File: config.mk
export PLATFORM = sky130hd
export DESIGN_NAME = score_text_buffer
export DESIGN_NICKNAME = d
export VERILOG_FILES = /design/src/rtl/vga_pkg.sv /design/src/rtl/bcd_convert.sv /design/src/rtl/score_text_buffer.sv
export SDC_FILE = /design/constraint.sdc
export NUM_CORES = 1
export LEC_CHECK = 0
export BUFFER_PORTS_ARGS = -buffer_cell sky130_fd_sc_hd__buf_2
export CORE_MARGIN = 2
export CORE_UTILIZATION = 45
export DETAILED_ROUTE_END_ITERATION = 10
export GPL_ROUTABILITY_DRIVEN = 0
export PLACE_DENSITY_LB_ADDON = 0.2
export SYNTH_ARGS = -nofsm -noshare
export SYNTH_HDL_FRONTEND = slang
export SYNTH_HIERARCHICAL = 1
export SYNTH_SLANG_ARGS = --single-unit
File: constraint.sdc
create_clock -name clk -period 3.7 [get_ports clk]
set_clock_uncertainty 0.2 [all_clocks]
set_input_delay 0.74 -clock clk [delete_from_list [all_inputs] [get_ports clk]]
set_output_delay 0.74 -clock clk [all_outputs]
set_load 0.02 [all_outputs]
File: src/rtl/vga_pkg.sv
// Shared constants and FSM state type for the score text buffer.
// Holds ASCII codes for space and '0' plus the conversion FSM states.
package vga_pkg;

  localparam logic [6:0] ASCII_SPACE = 7'h20;
  localparam logic [6:0] ASCII_ZERO  = 7'h30;

  typedef enum logic [1:0] {
    ST_IDLE,
    ST_CONVERT,
    ST_WRITE,
    ST_DONE
  } state_e;

endpackage

File: src/rtl/bcd_convert.sv
// Double-dabble binary to BCD converter, one bit per cycle.
// Ports: start_i/value_i load, busy_o while stepping, valid_o on last step, bcd_o.
module bcd_convert
  import vga_pkg::*;
#(
  parameter int VALUE_W = 16,
  parameter int DIGITS  = 5
) (
  input  logic                  clk,
  input  logic                  rst,
  input  logic                  start_i,
  input  logic [VALUE_W-1:0]    value_i,
  output logic                  busy_o,
  output logic                  valid_o,
  output logic [4*DIGITS-1:0]   bcd_o
);

  localparam int CW = $clog2(VALUE_W + 1);

  logic [CW-1:0]         steps_q;
  logic [VALUE_W-1:0]    sh_q;
  logic [4*DIGITS-1:0]   bcd_q;
  logic [4*DIGITS-1:0]   adj;

  always_comb begin
    adj = bcd_q;
    for (int k = 0; k < DIGITS; k++) begin
      if (bcd_q[4*k +: 4] >= 4'd5)
        adj[4*k +: 4] = bcd_q[4*k +: 4] + 4'd3;
    end
  end

  always_ff @(posedge clk or negedge rst) begin
    if (!rst) begin
      steps_q <= '0;
      sh_q    <= '0;
      bcd_q   <= '0;
    end else if (start_i) begin
      steps_q <= CW'(VALUE_W);
      sh_q    <= value_i;
      bcd_q   <= '0;
    end else if (busy_o) begin
      steps_q <= steps_q - 1'b1;
      sh_q    <= {sh_q[VALUE_W-2:0], 1'b0};
      bcd_q   <= {adj[4*DIGITS-2:0], sh_q[VALUE_W-1]};
    end
  end

  assign busy_o  = (steps_q != '0);
  // Result is complete after the edge that ends this cycle.
  assign valid_o = (steps_q == CW'(1));
  assign bcd_o   = bcd_q;

endmodule

File: src/rtl/score_text_buffer.sv
// Score text buffer: "PREFIX" + decimal score as a character read port.
// Ports: clk, rst (async low), value/update in, busy/done out, char_xy -> char_code.
// Build option SCORE_LZ_BLANK_EN blanks leading zero digits.
// Text length TEXT_SIZE = PREFIX_LEN + DIGITS; char_code is registered.
module score_text_buffer
  import vga_pkg::*;
#(
  parameter int                      PREFIX_LEN = 7,
  parameter logic [8*PREFIX_LEN-1:0] PREFIX     = "SCORE: ",
  parameter int                      VALUE_W    = 16,
  parameter int                      DIGITS     = 5
) (
  input  logic               clk,
  input  logic               rst,
  input  logic [VALUE_W-1:0] value,
  input  logic               update,
  output logic               busy,
  output logic               done,
  input  logic [7:0]         char_xy,
  output logic [6:0]         char_code
);

  localparam int TEXT_SIZE = PREFIX_LEN + DIGITS;
  localparam int WI = $clog2(DIGITS + 1);

  state_e state_q, state_d;
  logic   start;
  logic   cvt_busy;
  logic   cvt_valid;
  logic [4*DIGITS-1:0] bcd;

  logic [WI-1:0] wr_q;
  logic [3:0]    shadow_q [DIGITS];
  logic [3:0]    vis_q    [DIGITS];
  logic [6:0]    dchar    [DIGITS];
  logic [6:0]    code_d;

  bcd_convert #(
    .VALUE_W (VALUE_W),
    .DIGITS  (DIGITS)
  ) u_cvt (
    .clk     (clk),
    .rst     (rst),
    .start_i (start),
    .value_i (value),
    .busy_o  (cvt_busy),
    .valid_o (cvt_valid),
    .bcd_o   (bcd)
  );

  always_ff @(posedge clk or negedge rst) begin
    if (!rst) state_q <= ST_IDLE;
    else      state_q <= state_d;
  end

  always_comb begin
    state_d = state_q;
    start   = 1'b0;
    busy    = 1'b0;
    done    = 1'b0;
    unique case (state_q)
      ST_IDLE: begin
        if (update) begin
          start   = 1'b1;
          state_d = ST_CONVERT;
        end
      end
      ST_CONVERT: begin
        busy = 1'b1;
        if (cvt_valid)
          state_d = ST_WRITE;
        else if (!cvt_busy)
          state_d = ST_IDLE;
      end
      ST_WRITE: begin
        busy = 1'b1;
        if (wr_q == WI'(DIGITS - 1))
          state_d = ST_DONE;
      end
      ST_DONE: begin
        done    = 1'b1;
        state_d = ST_IDLE;
      end
      default: state_d = ST_IDLE;
    endcase
  end

  // Shadow fills MS digit first; visible copy happens whole at the DONE edge.
  always_ff @(posedge clk or negedge rst) begin
    if (!rst) begin
      wr_q <= '0;
      for (int k = 0; k < DIGITS; k++) begin
        shadow_q[k] <= '0;
        vis_q[k]    <= '0;
      end
    end else begin
      if (state_q == ST_WRITE) wr_q <= wr_q + 1'b1;
      else                     wr_q <= '0;
      for (int k = 0; k < DIGITS; k++) begin
        if (state_q == ST_WRITE && wr_q == WI'(k))
          shadow_q[k] <= bcd[4*(DIGITS-1-k) +: 4];
        if (state_q == ST_DONE)
          vis_q[k] <= shadow_q[k];
      end
    end
  end

`ifdef SCORE_LZ_BLANK_EN
  logic lz;
  always_comb begin
    lz = 1'b1;
    for (int k = 0; k < DIGITS; k++) begin
      lz       = lz && (vis_q[k] == 4'd0) && (k != DIGITS - 1);
      dchar[k] = lz ? ASCII_SPACE : (ASCII_ZERO + {3'b0, vis_q[k]});
    end
  end
`else
  always_comb begin
    for (int k = 0; k < DIGITS; k++)
      dchar[k] = ASCII_ZERO + {3'b0, vis_q[k]};
  end
`endif

  always_comb begin
    code_d = ASCII_SPACE;
    if (char_xy < 8'(TEXT_SIZE)) begin
      for (int k = 0; k < PREFIX_LEN; k++)
        if (char_xy == 8'(k))
          code_d = PREFIX[8*(PREFIX_LEN-1-k) +: 7];
      for (int k = 0; k < DIGITS; k++)
        if (char_xy == 8'(PREFIX_LEN + k))
          code_d = dchar[k];
    end
  end

  always_ff @(posedge clk or negedge rst) begin
    if (!rst) char_code <= 7'h00;
    else      char_code <= code_d;
  end

endmodule

==> results of run 1 <==
==> power breakdown <==
group          internal, W  switching [W]
Clock             0.000248       0.000373
Sequential         0.00126       0.000238
Combinational     0.000541       0.000643
Total              0.00205        0.00125
==> registers in the layout, summed over array words and instances, names as in the netlist, named ones only <==
name	flops
vis_q	20
char_code	7
u_cvt/steps_q	5
u_cvt/sh_q	16
shadow_q	20
u_cvt/bcd_o	20
state_q	1
wr_q	3
==> cells by family (layout without fill, tap and decap cells) <==
group | after synthesis | after routing | synth area share
mux | 63 | 63 | 0.143
fa+ha+maj | 22 | 22 | 0.0576
flops | 93 | 93 | 0.487
simple gates | 123 | 123 | 0.137
buf+inv | 48 | 84 | 0.0492
compound gates | 89 | 89 | 0.126
==> per-stage QoR <==
stage           util  cells  area (um^2)  power [W]
6_report       0.504    610         5210    0.00331
5_1_grt        0.504    610         5210    0.00360
4_1_cts        0.504    610         5210    0.00334
3_5_place_dp   0.487    594         5030    0.00271
3_3_place_gp   0.487    594         5030    0.00265
2_1_floorplan      -    438         4780    0.00243
==> cells in the final DEF (no fill, tap or decap), types with 2 or more instances in the layout <==
master,n
a2111o_1,4
a211oi_1,2
a21oi_1,13
a311oi_1,6
and3_1,2
buf_2,34
buf_4,5
clkbuf_8,9
clkinvlp_4,4
dfrtp_1,93
ha_1,22
inv_1,28
mux2_2,42
mux2i_1,21
nand2_1,40
nand2b_1,6
nand3_1,6
nor2_1,22
nor2b_1,18
o2111ai_1,6
o211a_1,3
o211ai_1,8
o21a_1,3
o21ai_0,22
o21ai_1,10
o221ai_1,3
o22ai_1,2
or3_1,18
==> path summary, 6_finish.rpt <==
path	start	to	slack (ns)	cells after the start
max in group asynchronous	rst	u_cvt/steps_q[0]	2.36	2
min in group clk	wr_q[0]	wr_q[0]	0.30	1
min	rst	vis_q[10]	0.19	1
max reg2reg	state_q[0]	u_cvt/bcd_o[10]	1.29	6
min reg2reg	wr_q[0]	wr_q[0]	0.30	1
max	state_q[0]	u_cvt/bcd_o[10]	1.29	6
==> per-layer routing <==
layer | routed length [um] | share of wire | vias to the layer above
met5 | 0 | 0 | -
met3 | 368 | 0.041 | 13
met4 | 149 | 0.017 | 0
met1 | 4190 | 0.47 | 1604
met2 | 4240 | 0.47 | 77
li1 | - | - | 1606
==> worst max-delay path: stages, from the launching register on <==
cell and delay [ns]:
dfrtp_1 0.43, inv_1 0.12, ha_1 0.16, and2_2 0.89, nor2b_1 0.16, o2111ai_1 0.17
o211ai_1 0.12
==> cell type report <==
cell class	count	area, um^2	share of cell area
Sequential cell	93	2330	0.447
Multi-Input combinational cell	297	2220	0.426
Timing Repair Buffer	39	208	0.0399
Tap cell	136	170	0.0327
Clock buffer	10	128	0.0245
Inverter	29	111	0.0214
Clock inverter	6	47.5	0.00913
==> summary.md, run 1 <==
| Metric | Value |
|---|---|
| Initial DRC Count | `approximately 170` |
| Post-synthesis sequential area ratio | `0.487` |
| Clk slew on worst S/H paths | `0.10 ns` |
| Final hold violation count | `0` |
| Initial antenna violation count | `0` |
| Period utilization | `0.651` |
| H-tree depth | `3` |
| Layout filler cell count | `between 900 and 1000` |
| Setup WS post-layout | `roughly 1.3 ns` |
| First-pass DRT Iterations | `4` |
| Post-synth top area share | `0.487` |
| Post-Synthesis Cells | `438` |
| Hold Crit Class | `in2async` |
| Final setup vio count | `0` |
| Synthesized area per cell | `10.9 um^2` |
| Synth Warn # | `6` |
| NumNets Final | `518` |
| Main synth FF type | `dfrtp_1` |
| N_diodes | `0` |
| Drc violations | `0` |
| Startpoint type of the worst setup path | `flip-flop` |
| CP arrival | `2.45 ns` |
| Congestion Overflow GR | `0` |
| Ys async rst share | `1.00` |
| Hold_buf cts | `0` |
| Post-CTS sizing | `0` |
| Chip height | `107 um` |
| Total number of vias | `3300` |
| Slew HR | `0.245` |
| Vias per cell | `approximately 5.4` |
| TritonCTS Buffers | `9` |
| CP required | `around 3.7 ns` |
| Gr busiest metal | `met2` |
| Worst setup path category | `reg2reg` |
| M2 GR Usage | `0.275` |
| FF+latch count, synth | `a little over 90` |
| Die area | `11500 um^2` |
| Syn Nets | `487` |
| Core area | `10300 um^2` |
| EDFF count, synth | `0` |
| Vias in the first global route | `around 3300` |
| Top post-synthesis cells by count | `dfrtp_1, mux2_2, nand2_1` |
| Ranking of synthesized cells by area | `dfrtp_1, mux2_2, ha_1` |
| Post-Route WL | `8950 um` |
| Leak pwr | `2.39 nW` |
| Max_cap viols | `0` |
| Top-count cell post-synth | `dfrtp_1` |
| Max frequency | `415 MHz` |
| Hold Worst Slack | `0.194 ns` |
| Largest net degree at the start of global routing | `71` |
| Status | `complete, no violations` |
| Initial core utilization | `0.463` |
| Max Slew Vio Count | `0` |
| Met1 GRT Util | `0.236` |
| Area grow syn2layout | `9.01%` |
| DIE WIDTH | `107 um` |
| Netlist cell types | `46` |
| Max VDD drop | `between 0.3 and 0.4 mV` |
| Layout cells sized above 1 | `0.219` |
| GR Util met3 | `0.0353` |
| Mapped Area | `4780 um^2` |
| I/O Buffers | `35` |
| Total Routing Usage GR | `0.174` |
| Tmin final | `2.41 ns` |
| Pwr Density | `635 nW/um^2` |
| Rows | `37` |
| Clk buf depth | `2` |
| Latest clock arrival within the worst-skew pair | `around 0.37 ns` |
| First-pass GRT wire length | `15800 um` |
| # IOs | `36` |
| CTS tree | `built` |
| Tightest Pin Transition | `1.13 ns` |
| Root Buffer | `clkbuf_8` |
| Final ANT Viol Nets | `0` |
| WL/cell | `14.7 um` |
| DP Wirelength | `slightly above 6000 um` |
| Worst slack, placed | `1.17 ns` |
| Sink Count | `93` |
| Max FO, Critical Path | `70` |
| Setup bufs post-CTS | `0` |
| Post-synth top area cell | `dfrtp_1` |
| Setup tns final | `0 ns` |
| CP Capture Type | `flip-flop` |
| RSZ-0062 raised after global routing | `false` |
(Power assumes the default switching activity.)
==> run 2: changes to the inputs <==
==> constraint.sdc (replaced) <==
create_clock -name clk -period 2.4 [get_ports clk]
set_clock_uncertainty 0.2 [all_clocks]
set_input_delay 0.48 -clock clk [delete_from_list [all_inputs] [get_ports clk]]
set_output_delay 0.48 -clock clk [all_outputs]
set_load 0.02 [all_outputs]
==> run 2 against run 1 <==
Against the previous run: core utilization up 0.64 points; die area unchanged; clock-buffer cell count down 1; non-clock buffer count up 4; combinational power up 57%; hold slack worse by 0.063 ns.
==> summary.md, run 2 (synthesis gave the netlist of run 1 again) <==
| Metric | Value |
|---|---|
| CP required | `2.47 ns` |
| # IOs | `36` |
| CP Cell Sequence | `inv_1, ha_1, and2_2, nand2b_1, a2111o_1, o211ai_1` |
| Tmin final | `2.10 ns` |
| Status | `complete, no violations` |
| Initial core utilization | `0.463` |
| Latest clock arrival within the worst-skew pair | `0.35 ns` |
| Max FO, Critical Path | `32` |
| H-tree depth | `3` |
| Sw power | `0.00192 W` |
| Post-CTS sizing | `0` |
| Int Pwr | `0.00329 W` |
| Clk buf depth | `2` |
| Vias per cell | `around 5.3` |
| Reg2reg path depth | `6` |
| CP Capture Type | `flip-flop` |
| CP top delay family | `simple AND/OR/NAND/NOR gates` |
| Initial DRC Count | `186` |
| Total Routing Usage GR | `0.167` |
| Die area | `11500 um^2` |
| Congestion Overflow GR | `0` |
| Clk pwr share | `0.199` |
| I/O Buffers | `35` |
| Startpoint type of the worst setup path | `flip-flop` |
| CP Depth | `6` |
| Post-Route WL | `8900 um` |
| First-pass GRT wire length | `roughly 15000 um` |
| Max VDD drop | `0.421 mV` |
| Gate power share | `0.354` |
| Hold depth | `3` |
| Max_cap viols | `0` |
| Drc violations | `0` |
| Setup WS post-layout | `between 0.3 and 0.4 ns` |
| CP arrival | `2.17 ns` |
| Hold Crit Class | `in2reg` |
| Most frequent cells in the layout | `dfrtp_1, mux2_2, nand2_1` |
| Crit path buffers/inverters | `1` |
| Core area | `10300 um^2` |
| Max Slew Vio Count | `0` |
| CTS tree | `built` |
| Worst slack, placed | `0.326 ns` |
| Layout cells sized above 1 | `0.224` |
| Total number of vias | `3271` |
| Largest net degree at the start of global routing | `42` |
| Commonest non-fill, non-tap cell in the layout | `dfrtp_1` |
| Rows | `37` |
| Area grow syn2layout | `10.4%` |
| Final ANT Viol Nets | `0` |
| Slew HR | `0.633` |
| Worst setup path category | `reg2reg` |
| Chip height | `107 um` |
| Layout filler cell count | `944` |
| Initial antenna violation count | `0` |
| Sw Ratio | `0.368` |
| Period utilization | `0.873` |
| First-pass DRT Iterations | `4` |
| Max frequency | `roughly 480 MHz` |
| Setup tns final | `0 ns` |
| TritonCTS Buffers | `9` |
| Worst reg2reg setup slack | `0.30 ns` |
| Highest-delay cell along the critical path | `dfrtp_1` |
| Leak pwr | `between 2 and 2.5 nW` |
| Clk slew on worst S/H paths | `0.09 ns` |
| DP Wirelength | `6260 um` |
| N_diodes | `0` |
| Setup bufs post-CTS | `0` |
| Critical Path Max Stage Delay | `0.43 ns` |
| Sink Count | `between 90 and 100` |
| Tightest Pin Transition | `0.550 ns` |
| Root Buffer | `clkbuf_8` |
| NumNets Final | `522` |
| Pwr Density | `987 nW/um^2` |
| DIE WIDTH | `107 um` |
| WL/cell | `14.5 um` |
| Sequential power share | `0.446` |
| Vias in the first global route | `approximately 3200` |
| Final hold violation count | `0` |
| RSZ-0062 raised after global routing | `false` |
| Final setup vio count | `0` |
-- run 2: changes by cell type in the layout (fill, tap and decap cells not counted) --
cell,before,now
clkbuf_1,1,0
clkinvlp_4,4,1
dlygate4sd3_1,0,1
inv_6,1,2
bufinv_16,0,1
buf_12,0,1
buf_4,5,7
clkinv_4,1,2
-- run 2: path summary, 6_finish.rpt --
| path | startpoint | to |
|---|---|---|
| min reg2reg | wr_q[0] | wr_q[0] |
| max in group asynchronous | rst | u_cvt/sh_q[9] |
| min | value[4] | u_cvt/sh_q[4] |
| min in group asynchronous | rst | vis_q[2] |
| max | state_q[0] | u_cvt/bcd_o[17] |
| max reg2reg | state_q[0] | u_cvt/bcd_o[17] |
-- run 2: area by class of cell --
class,count,area [um^2],share of cell area
tap,136,170,0.0323
multi-input combinational,297,2220,0.420
clock inverter,6,72.6,0.0138
sequential,93,2330,0.441
inverter,29,111,0.0211
clock buffer,9,124,0.0235
timing repair buffer,43,253,0.0479
-- run 2: layer usage --
| metal | wire length [um] | global-route usage |
|---|---|---|
| met1 | 4210 | 0.218 |
| met2 | 4250 | 0.277 |
| met3 | 271 | 0.0261 |
| met4 | 164 | 0.0705 |
| met5 | 0 | 0 |
-- run 2: worst reg2reg max path, cell delays in order, from the launching register on --
cell and delay [ns]:
dfrtp_1 0.43, inv_1 0.11, ha_1 0.22, and2_2 0.35, nand2b_1 0.23, a2111o_1 0.38, o211ai_1 0.09
-- run 2: per-stage QoR --
| step | hold WS (ns) | total power, W | utilization | cell area [um^2] | instances |
|---|---|---|---|---|---|
| after floorplan | -0.0156 | 0.00375 | - | 4780 | 438 |
| after global placement | 0.278 | 0.00411 | 0.491 | 5070 | 597 |
| after detailed placement | 0.284 | 0.00421 | 0.491 | 5070 | 597 |
| after CTS | 0.117 | 0.00527 | 0.511 | 5270 | 613 |
| after global routing | 0.130 | 0.00563 | 0.511 | 5270 | 613 |
| final | 0.131 | 0.00521 | 0.511 | 5270 | 613 |
-- run 2: power by group through the flow --
stage                     sequential [W]  combinational [W]  clock (W)
after floorplan                  0.00222            0.00153          0
after global placement           0.00234            0.00177          0
after detailed placement         0.00236            0.00185          0
after CTS                        0.00233            0.00186    0.00108
after global routing             0.00238            0.00210    0.00115
final                            0.00232            0.00185    0.00104
-- run 2: repair_timing --
item | 4_1_cts | 5_1_grt
setup endpoints to repair | 0 | 0
hold endpoints to repair | 38 | 0
hold buffers | 1 | 0
